`src/rtl/capsense_i2c_target.sv`:
```
// rtl/capsense_i2c_target.sv - I2C target emulating the CapSense controller register interface
module capsense_i2c_target #(
    parameter logic [6:0] DEV_ADDR   = 7'h28,
    parameter logic [7:0] PRODUCT_ID = 8'h6D,
    parameter logic [7:0] MFR_ID     = 8'h5D
) (
    input  logic       clk,
    input  logic       reset_n,
    input  logic       scl_in,
    input  logic       sda_in,
    output logic       sda_oe,
    input  logic [7:0] button_status,
    output logic [7:0] ctrl_reg,
    output logic       wr_strobe,
    output logic       busy
);
    typedef enum logic [3:0] {
        IDLE, ADDR, ADDR_ACK, PTR, PTR_ACK, WDATA, WDATA_ACK, RDATA, RD_MACK, WAIT_STOP
    } state_t;

    state_t      state_q, state_d;
    logic [2:0]  scl_sync_q, sda_sync_q;
    logic [3:0]  cnt_q, cnt_d;
    logic [7:0]  rx_q, rx_d;
    logic [7:0]  tx_q, tx_d;
    logic [7:0]  ptr_q, ptr_d;
    logic [7:0]  ctrl_q, ctrl_d;
    logic        sda_oe_q, sda_oe_d;
    logic        wr_strobe_q, wr_strobe_d;
    logic        busy_q, busy_d;

    logic scl_s, scl_h, sda_s, sda_h;
    logic scl_rise, scl_fall, start_cond, stop_cond;
    logic [7:0] load_ptr, rd_byte;

    // Synchronizers reset to the idle-high bus level so reset release never looks like an edge.
    always_ff @(posedge clk or negedge reset_n) begin
        if (!reset_n) begin
            scl_sync_q <= 3'b111;
            sda_sync_q <= 3'b111;
        end else begin
            scl_sync_q <= {scl_sync_q[1:0], scl_in};
            sda_sync_q <= {sda_sync_q[1:0], sda_in};
        end
    end

    assign scl_s      = scl_sync_q[1];
    assign scl_h      = scl_sync_q[2];
    assign sda_s      = sda_sync_q[1];
    assign sda_h      = sda_sync_q[2];
    assign scl_rise   = scl_s & ~scl_h;
    assign scl_fall   = ~scl_s & scl_h;
    assign start_cond = scl_s & scl_h & sda_h & ~sda_s;
    assign stop_cond  = scl_s & scl_h & ~sda_h & sda_s;

    // The master-ACK reload fetches the byte after the current pointer.
    assign load_ptr = (state_q == RD_MACK) ? ptr_q + 8'd1 : ptr_q;

    always_comb begin
        case (load_ptr)
            8'h00:   rd_byte = ctrl_q;
            8'h03:   rd_byte = button_status;
            8'hFD:   rd_byte = PRODUCT_ID;
            8'hFE:   rd_byte = MFR_ID;
            default: rd_byte = 8'h00;
        endcase
    end

    always_comb begin
        state_d     = state_q;
        cnt_d       = cnt_q;
        rx_d        = rx_q;
        tx_d        = tx_q;
        ptr_d       = ptr_q;
        ctrl_d      = ctrl_q;
        sda_oe_d    = sda_oe_q;
        wr_strobe_d = 1'b0;
        busy_d      = busy_q;
        if (start_cond) begin
            state_d  = ADDR;
            cnt_d    = 4'd0;
            sda_oe_d = 1'b0;
            busy_d   = 1'b0;
        end else if (stop_cond) begin
            state_d  = IDLE;
            sda_oe_d = 1'b0;
            busy_d   = 1'b0;
        end else begin
            case (state_q)
                ADDR, PTR, WDATA: begin
                    if (scl_rise) begin
                        rx_d  = {rx_q[6:0], sda_s};
                        cnt_d = cnt_q + 4'd1;
                    end else if (scl_fall && cnt_q == 4'd8) begin
                        sda_oe_d = 1'b1;
                        if (state_q == ADDR) begin
                            if (rx_q[7:1] == DEV_ADDR) begin
                                busy_d  = 1'b1;
                                state_d = ADDR_ACK;
                            end else begin
                                sda_oe_d = 1'b0;
                                state_d  = WAIT_STOP;
                            end
                        end else if (state_q == PTR) begin
                            ptr_d   = rx_q;
                            state_d = PTR_ACK;
                        end else begin
                            if (ptr_q == 8'h00) ctrl_d = rx_q;
                            wr_strobe_d = 1'b1;
                            ptr_d       = ptr_q + 8'd1;
                            state_d     = WDATA_ACK;
                        end
                    end
                end
                ADDR_ACK: begin
                    if (scl_fall) begin
                        if (rx_q[0]) begin
                            tx_d     = rd_byte;
                            sda_oe_d = ~rd_byte[7];
                            cnt_d    = 4'd1;
                            state_d  = RDATA;
                        end else begin
                            sda_oe_d = 1'b0;
                            cnt_d    = 4'd0;
                            state_d  = PTR;
                        end
                    end
                end
                PTR_ACK, WDATA_ACK: begin
                    if (scl_fall) begin
                        sda_oe_d = 1'b0;
                        cnt_d    = 4'd0;
                        state_d  = WDATA;
                    end
                end
                RDATA: begin
                    if (scl_fall) begin
                        if (cnt_q == 4'd8) begin
                            sda_oe_d = 1'b0;
                            state_d  = RD_MACK;
                        end else begin
                            sda_oe_d = ~tx_q[6];
                            tx_d     = {tx_q[6:0], 1'b0};
                            cnt_d    = cnt_q + 4'd1;
                        end
                    end
                end
                RD_MACK: begin
                    // A falling edge here always follows an ACKed rising edge; NACK exits on the rise.
                    if (scl_rise && sda_s) begin
                        state_d = WAIT_STOP;
                    end else if (scl_fall) begin
                        ptr_d    = ptr_q + 8'd1;
                        tx_d     = rd_byte;
                        sda_oe_d = ~rd_byte[7];
                        cnt_d    = 4'd1;
                        state_d  = RDATA;
                    end
                end
                default: ;
            endcase
        end
    end

    always_ff @(posedge clk or negedge reset_n) begin
        if (!reset_n) begin
            state_q     <= IDLE;
            cnt_q       <= 4'd0;
            rx_q        <= 8'h00;
            tx_q        <= 8'h00;
            ptr_q       <= 8'h00;
            ctrl_q      <= 8'h00;
            sda_oe_q    <= 1'b0;
            wr_strobe_q <= 1'b0;
            busy_q      <= 1'b0;
        end else begin
            state_q     <= state_d;
            cnt_q       <= cnt_d;
            rx_q        <= rx_d;
            tx_q        <= tx_d;
            ptr_q       <= ptr_d;
            ctrl_q      <= ctrl_d;
            sda_oe_q    <= sda_oe_d;
            wr_strobe_q <= wr_strobe_d;
            busy_q      <= busy_d;
        end
    end

    assign sda_oe    = sda_oe_q;
    assign ctrl_reg  = ctrl_q;
    assign wr_strobe = wr_strobe_q;
    assign busy      = busy_q;
endmodule

```
`config.mk`:
```
export PLATFORM = sky130hd
export DESIGN_NAME = capsense_i2c_target
export DESIGN_NICKNAME = d
export VERILOG_FILES = /design/src/rtl/capsense_i2c_target.sv
export SDC_FILE = /design/constraint.sdc
export NUM_CORES = 1
export LEC_CHECK = 0
export CORE_MARGIN = 2
export CORE_UTILIZATION = 45
export CTS_BUF_LIST = sky130_fd_sc_hd__clkbuf_16
export DETAILED_ROUTE_END_ITERATION = 7
export PLACE_DENSITY = 0.71
export SYNTH_ARGS = -nofsm -noshare
export SYNTH_HDL_FRONTEND = slang
export SYNTH_SLANG_ARGS = --single-unit
export TNS_END_PERCENT = 30
```
`constraint.sdc`:
```
create_clock -name clk -period 3.5 [get_ports clk]
set_input_delay 0.525 -clock clk [delete_from_list [all_inputs] [get_ports clk]]
set_output_delay 0.525 -clock clk [all_outputs]
set_load 0.02 [all_outputs]
```
# Word level (Yosys, flattened, before mapping)
# Cells that the tools add are included.
totals:
  register_bits: 48
  inputBits: 12
  out_inout_bits: 11
  wordCells: 163
classes:
  n_addsub: 2
  eq_ne: 40
  muxes: 70
  n_bitwise: 18
  n_reduce_logical: 22
op_table:
  columns: ["operator", "n"]
  rows:
  - ["$mux W4", 21]
  - ["$mux W8", 7]
  - ["$mux W7", 6]
  - ["$pmux W4 S5", 2]
  - ["$ne A4 B4 Y1 const B", 8]
  - ["$pmux W8 S4", 1]
  - ["$reduce_and A8 Y1", 4]
  - ["$mux W1", 28]
  - ["$ne A3 B3 Y1 const B", 7]
  - ["$pmux W7 S3", 1]
  - ["$ne A2 B2 Y1 const B", 10]
  - ["$reduce_and A9 Y1", 2]
  - ["$eq A4 B3 Y1 const B", 4]
  - ["$eq A8 B8 Y1 const B", 2]
  - ["$logic_not A8 Y1", 2]
  - ["$pmux W8 S2", 1]
  - ["$reduce_bool A3 Y1", 5]
  - ["$not A1 Y1", 11]
  - ["$add A8 B1 Y8 const B", 1]
  - ["$eq A4 B2 Y1 const B", 2]
  - ["$eq A4 B4 Y1 const B", 2]
  - ["$eq A8 B2 Y1 const B", 1]
  - ["$and A1 B1 Y1", 7]
  - ["$eq A7 B6 Y1 const B", 1]
  - ["other kinds (15)", 16]

# Longest topological paths before layout
logic_depth:
  ltp_word: 10
  ltp_mapped: 9
  mapped_depth_nobuf: 9

# Worst setup path before layout
# Ideal clock, no wire load.
synth_path:
  path_type: "register to register"
  from: "reg ptr_q[0]"
  to: "reg sda_oe_q (netlist: sda_oe)"
  setup_ps: 77
  arrival_ps: 2324
  t_required_ps: 3423
  path_slack_ps: 1098
  path_stages_with_launch: 10
  n_path_buf: 2
  period_less_slack_ps: 2402
  cell_sequence: "dfrtp_1 -> clkbuf_1 -> clkinv_1 -> ha_1 -> and2_1 -> buf_1 -> a221oi_1 -> nor3_1 -> o221a_2 -> a21oi_1"
synth_via:
  elab_chain_len: 10
  word_cells_on_any_way: 15
  classes_between: "add/sub: 1; eq/ne: 3; mux: 9; bitwise: 1; reduce/logical: 1"
synth_rtl:
  columns: ["element", "line", "source"]
  rows:
  - ["start, declared", "26", "logic [7:0] ptr_q, ptr_d;"]
  - ["start signal, assigned", "181", "ptr_q <= ptr_d;"]
  - ["$add A8 B1 Y8", "57", "assign load_ptr = (state_q == RD_MACK) ? ptr_q + 8'd1 : ptr_q;"]
  - ["$mux W8 *", "57", null]
  - ["$eq A8 B8 Y1 (tied with other cells)", "60", "case (load_ptr)"]
  - ["$pmux W8 S4 *", "60", null]
  - ["$not A1 Y1 *", "119, 155", null]
  - ["$mux W1 (on tied branches)", "152, 117", null]
  - ["$mux W1 (on tied branches)", "150, 116", null]
  - ["$pmux W1 S5 *", "89", "case (state_q)"]
  - ["$mux W1 *", "84", "end else if (stop_cond) begin"]
  - ["$mux W1 *", "79", "if (start_cond) begin"]
  - ["end signal, assigned", "183", "sda_oe_q <= sda_oe_d;"]
  - ["end, declared", "28", "logic sda_oe_q, sda_oe_d;"]
# Every way passes the cells marked *; elsewhere a longest branch is shown, timed or not. The select of a mux whose other input is x is not followed.
# A chain may end at the register's enable or synchronous reset.

# Worst setup path in the final report
layout_path:
  from: "reg state_q[3]"
  to: "reg tx_q[4]"
layout_via:
  elab_chain_len: 7
  word_cells_on_any_way: 22
  classes_between: "eq/ne: 12; mux: 7; reduce/logical: 3"
layout_rtl:
  columns: ["element", "line", "source"]
  rows:
  - ["start, declared", "21", "state_t state_q, state_d;"]
  - ["start signal, assigned", "177", "state_q <= state_d;"]
  - ["$eq A4 B4 Y1", "57, 89", null]
  - ["$mux W8", "57", null]
  - ["$eq A8 B8 Y1 (tied with other cells)", "60", null]
  - ["$pmux W8 S4", "60", null]
  - ["$mux W7 (on tied branches)", "152, 117", null]
  - ["$mux W7 (on tied branches)", "150, 116", null]
  - ["$pmux W7 S3", "89", null]
  - ["end signal, assigned", "180", "tx_q <= tx_d;"]
  - ["end, declared", "25", "logic [7:0] tx_q, tx_d;"]
# Parallel ways exist; a longest one is shown, timed or not. The select of a mux whose other input is x is not followed.

==> out/results.tsv <==
stage	metric	value	unit
status	outcome	finished, final reports clean	
worst_setup_path	Reg2Reg Capture Point	tx_q[4]	
synth	main combinational cell family by area after synthesis	compound AO/OA/AOI/OAI gates	
worst_setup_path	Worst EP required	3710	ps
worst_setup_path	Critical R2R Launch	state_q[3]	
cells_and_area	share of layout cells above drive strength 1	0.124	
global_routing	first-pass GRT wire length	12.8	mm
cells_and_area	final instance area	3450	um^2
synth	Primary FF master, synth	dfrtp_1	
worst_setup_path	Setup Crit Path Kind	flip-flop to flip-flop	
synth	Yosys reg bits	48	
cells_and_area	Finished Layout Cells	436	
timing	final max-slew violation count	0	
cts	Clock Latency Late Sink	280	ps
synth	syn nets	364	
placed_design	Post-DP Area	3310	um^2
pwr	Pwr Density	717	nW/um^2
global_routing	total track usage	0.213	
worst_setup_path	crit-path max FO	20	
worst_setup_path	startpoint types	flip-flop	
synth	count of different cell masters after synthesis	63	
synth	EDFF count, synth	0	
synth	asr flop ratio synth	1.00	
synth	Synth Area in Adders	0.0195	
floorplanning	Site Rows	30	
floorplanning	DIE HEIGHT	86.7	um
worst_setup_path	CP delay by family, top	compound AO/OA/AOI/OAI gates	
timing	final setup vio count	0	
timing	post-route setup slack	745	ps
worst_setup_path	R2R depth	8	
placed_design	Placed Instances	428	
cts	post-cts sizing count	0	
worst_setup_path	Worst Path Buf+Inv	1	
cts	CTS tree	built	
synth	mapped cell area	3080	um^2
cts	clock sink count	48	
synth	Synth Area in XOR/XNOR	0.0114	
cts	CTS root buffer	clkbuf_16	
pwr	leakage	1.36	nW
floorplanning	Total Die Area	7520	um^2
timing	max_slew headroom	0.527	
synth	sequential area share after synthesis	0.392	
worst_setup_path	CP Capture Type	flip-flop	
pwr	Design Power	2.47	mW
worst_setup_path	CP max stage delay	690	ps
placed_design	DPL Wire Length	5.28	mm
timing	Final Skew	5.87	ps
drt	DR vias	2792	
global_routing	initial antenna violation count	0	
cts	H-tree lvl count	2	
drt	DRC violations left	0	
cells_and_area	NumNets Final	371	
placed_design	DP Worst Slack	846	ps
synth	Synth warnings	0	
floorplanning	area of the core	6720	um^2
timing	slew at the pin with the worst max-slew slack	710	ps
synth	mean area per synthesized cell	8.85	um^2
synth	Synth Area in Compound Gates	0.241	
floorplanning	Starting Density	0.458	
worst_setup_path	critical path cell sequence	nor4b_2 > buf_4 > a21oi_1 > o311ai_0 > nand4_1 > o22ai_1 > o21ai_0 > a31oi_1	
floorplanning	Die W	86.7	um
cells_and_area	area growth from synthesis to layout	11.9	%
timing	min Tclk post-route	2760	ps
global_routing	largest net degree at the start of global routing	32	
cts	hold_buf cts	0	
cells_and_area	Final Util	0.513	
drt	initial drt markers	288	
cts	Post-CTS Setup Inserts	0	
min_path	worst hold path class	primary input to async pin	
drt	via/cell ratio	6.40	
cts	CTS buffer count	5	
synth	multiplexer area fraction after synthesis	0.0747	
placed_design	Final GP Congestion	0.933	
drt	antenna-violating nets left	0	
timing	Fin Setup TNS	0	ps
cells_and_area	Antenna diodes	0	
worst_setup_path	FF-to-FF setup slack	740	ps
cts	clk slew on worst S/H paths	70	ps
drt	first-pass detailed-route iteration total	5	
job	MaxCap Viol Count	0	
timing	unrepaired setup endpoints after global routing	false	
global_routing	grt ovf	0	
global_routing	vias in the first global route	2542	
placed_design	Port Buffer Count	22	
floorplanning	io pins	23	
drt	WL/cell	17.4	um
worst_setup_path	Worst EP arrival	2960	ps
timing	Min Hold Slack	283	ps
timing	fin crit share	0.787	
cts	Clock Tree Buf Depth	2	
pwr	worst vdd ir	0.000358	V
synth	Post-Synth Simple-Gate Area	0.204	
worst_setup_path	critical path's slowest cell	dfrtp_1	
cells_and_area	Fill cells	610	
timing	Final Hold Fails	0	
timing	f_max	363	MHz
drt	final WL	7.59	mm
synth	Syn Inst Count	348	
## report_power, final
part | internal (mW) | switching, mW
registers | 0.696 | 0.241
logic | 0.459 | 0.612
clock network | 0.261 | 0.204
total | 1.42 | 1.06
## synthesized netlist by cell type, drive strengths merged, types with 2 or more instances
| cell | n | share of area |
|---|---|---|
| dfrtp | 42 | 0.34 |
| buf | 12 | 0.023 |
| o41ai | 3 | 0.013 |
| clkbuf | 15 | 0.018 |
| nor3 | 17 | 0.028 |
| o21ai | 27 | 0.044 |
| a21boi | 3 | 0.0073 |
| and3 | 3 | 0.0061 |
| a22oi | 2 | 0.0049 |
| dfstp | 6 | 0.051 |
| o22ai | 5 | 0.010 |
| nor2b | 3 | 0.0061 |
| and3b | 2 | 0.0057 |
| nor2 | 23 | 0.028 |
| or2 | 2 | 0.0041 |
| a221oi | 14 | 0.040 |
| mux2i | 5 | 0.016 |
| nor4b | 2 | 0.0077 |
| a31oi | 4 | 0.0081 |
| o21a | 2 | 0.0049 |
| nand4 | 4 | 0.0081 |
| xnor2 | 3 | 0.0085 |
| a211oi | 6 | 0.015 |
| mux2 | 16 | 0.058 |
| a32oi | 4 | 0.011 |
| o221ai | 2 | 0.0057 |
| nand3 | 11 | 0.019 |
| or3 | 2 | 0.0041 |
| nand2 | 33 | 0.040 |
| o211ai | 4 | 0.0097 |
| ha | 4 | 0.016 |
| a21oi | 22 | 0.036 |
| inv | 12 | 0.015 |
| and2 | 2 | 0.0041 |
| nand4b | 2 | 0.0057 |
| nand2b | 4 | 0.0081 |
| o31ai | 2 | 0.0049 |
| nor4 | 4 | 0.0081 |
## placed cells by master, fill, tap and decap left out, drive strengths merged, types with 5 or more instances in the layout
cell           count
dfrtp             42
nand2             33
o21ai             27
nor2              23
a21oi             22
clkdlybuf4s50     21
nor3              17
mux2              16
a221oi            14
inv               13
nand3             11
a211oi             6
dfstp              6
buf                6
o22ai              5
mux2i              5
clkbuf             5
## worst max-delay path by stage
stage | start | cells after the start | endpoint
global route | state_q[3] | 8 | tx_q[4]
detailed placement | state_q[2] | 7 | tx_q[4]
CTS | state_q[2] | 7 | tx_q[4]
global placement | state_q[3] | 8 | tx_q[4]
finish | state_q[3] | 8 | tx_q[4]
floorplan | ptr_q[0] | 9 | sda_oe
## routing by layer
metal / global-route usage / vias up / wire length, um / part of all wire
met3: 0.0400 / 16 / 440 / 0.058
met5: 0 / - / 0 / 0
met1: 0.317 / 1343 / 3590 / 0.47
met4: 0.0526 / 0 / 111 / 0.015
li1: - / 1320 / - / -
met2: 0.321 / 113 / 3440 / 0.45
## area by class of cell
class / instances / area (um^2) / area share
Clock inverter: 3 / 16.3 / 0.00472
Sequential cell: 48 / 1210 / 0.351
Inverter: 13 / 48.8 / 0.0142
Timing Repair Buffer: 27 / 253 / 0.0733
Tap cell: 80 / 100 / 0.0290
Clock buffer: 5 / 125 / 0.0363
Multi-Input combinational cell: 260 / 1700 / 0.492
## cell families (layout without fill, tap and decap cells)
kind of cell / count (synthesis) / in the layout
adder cells (fa/ha/maj): 5 / 5
flip-flops: 48 / 48
AND/OR/NAND/NOR: 121 / 121
XOR/XNOR: 4 / 4
multiplexers: 21 / 21
buffers and inverters: 40 / 48
AO/OA/AOI/OAI: 109 / 109
Power figures use the tool's default switching activity.
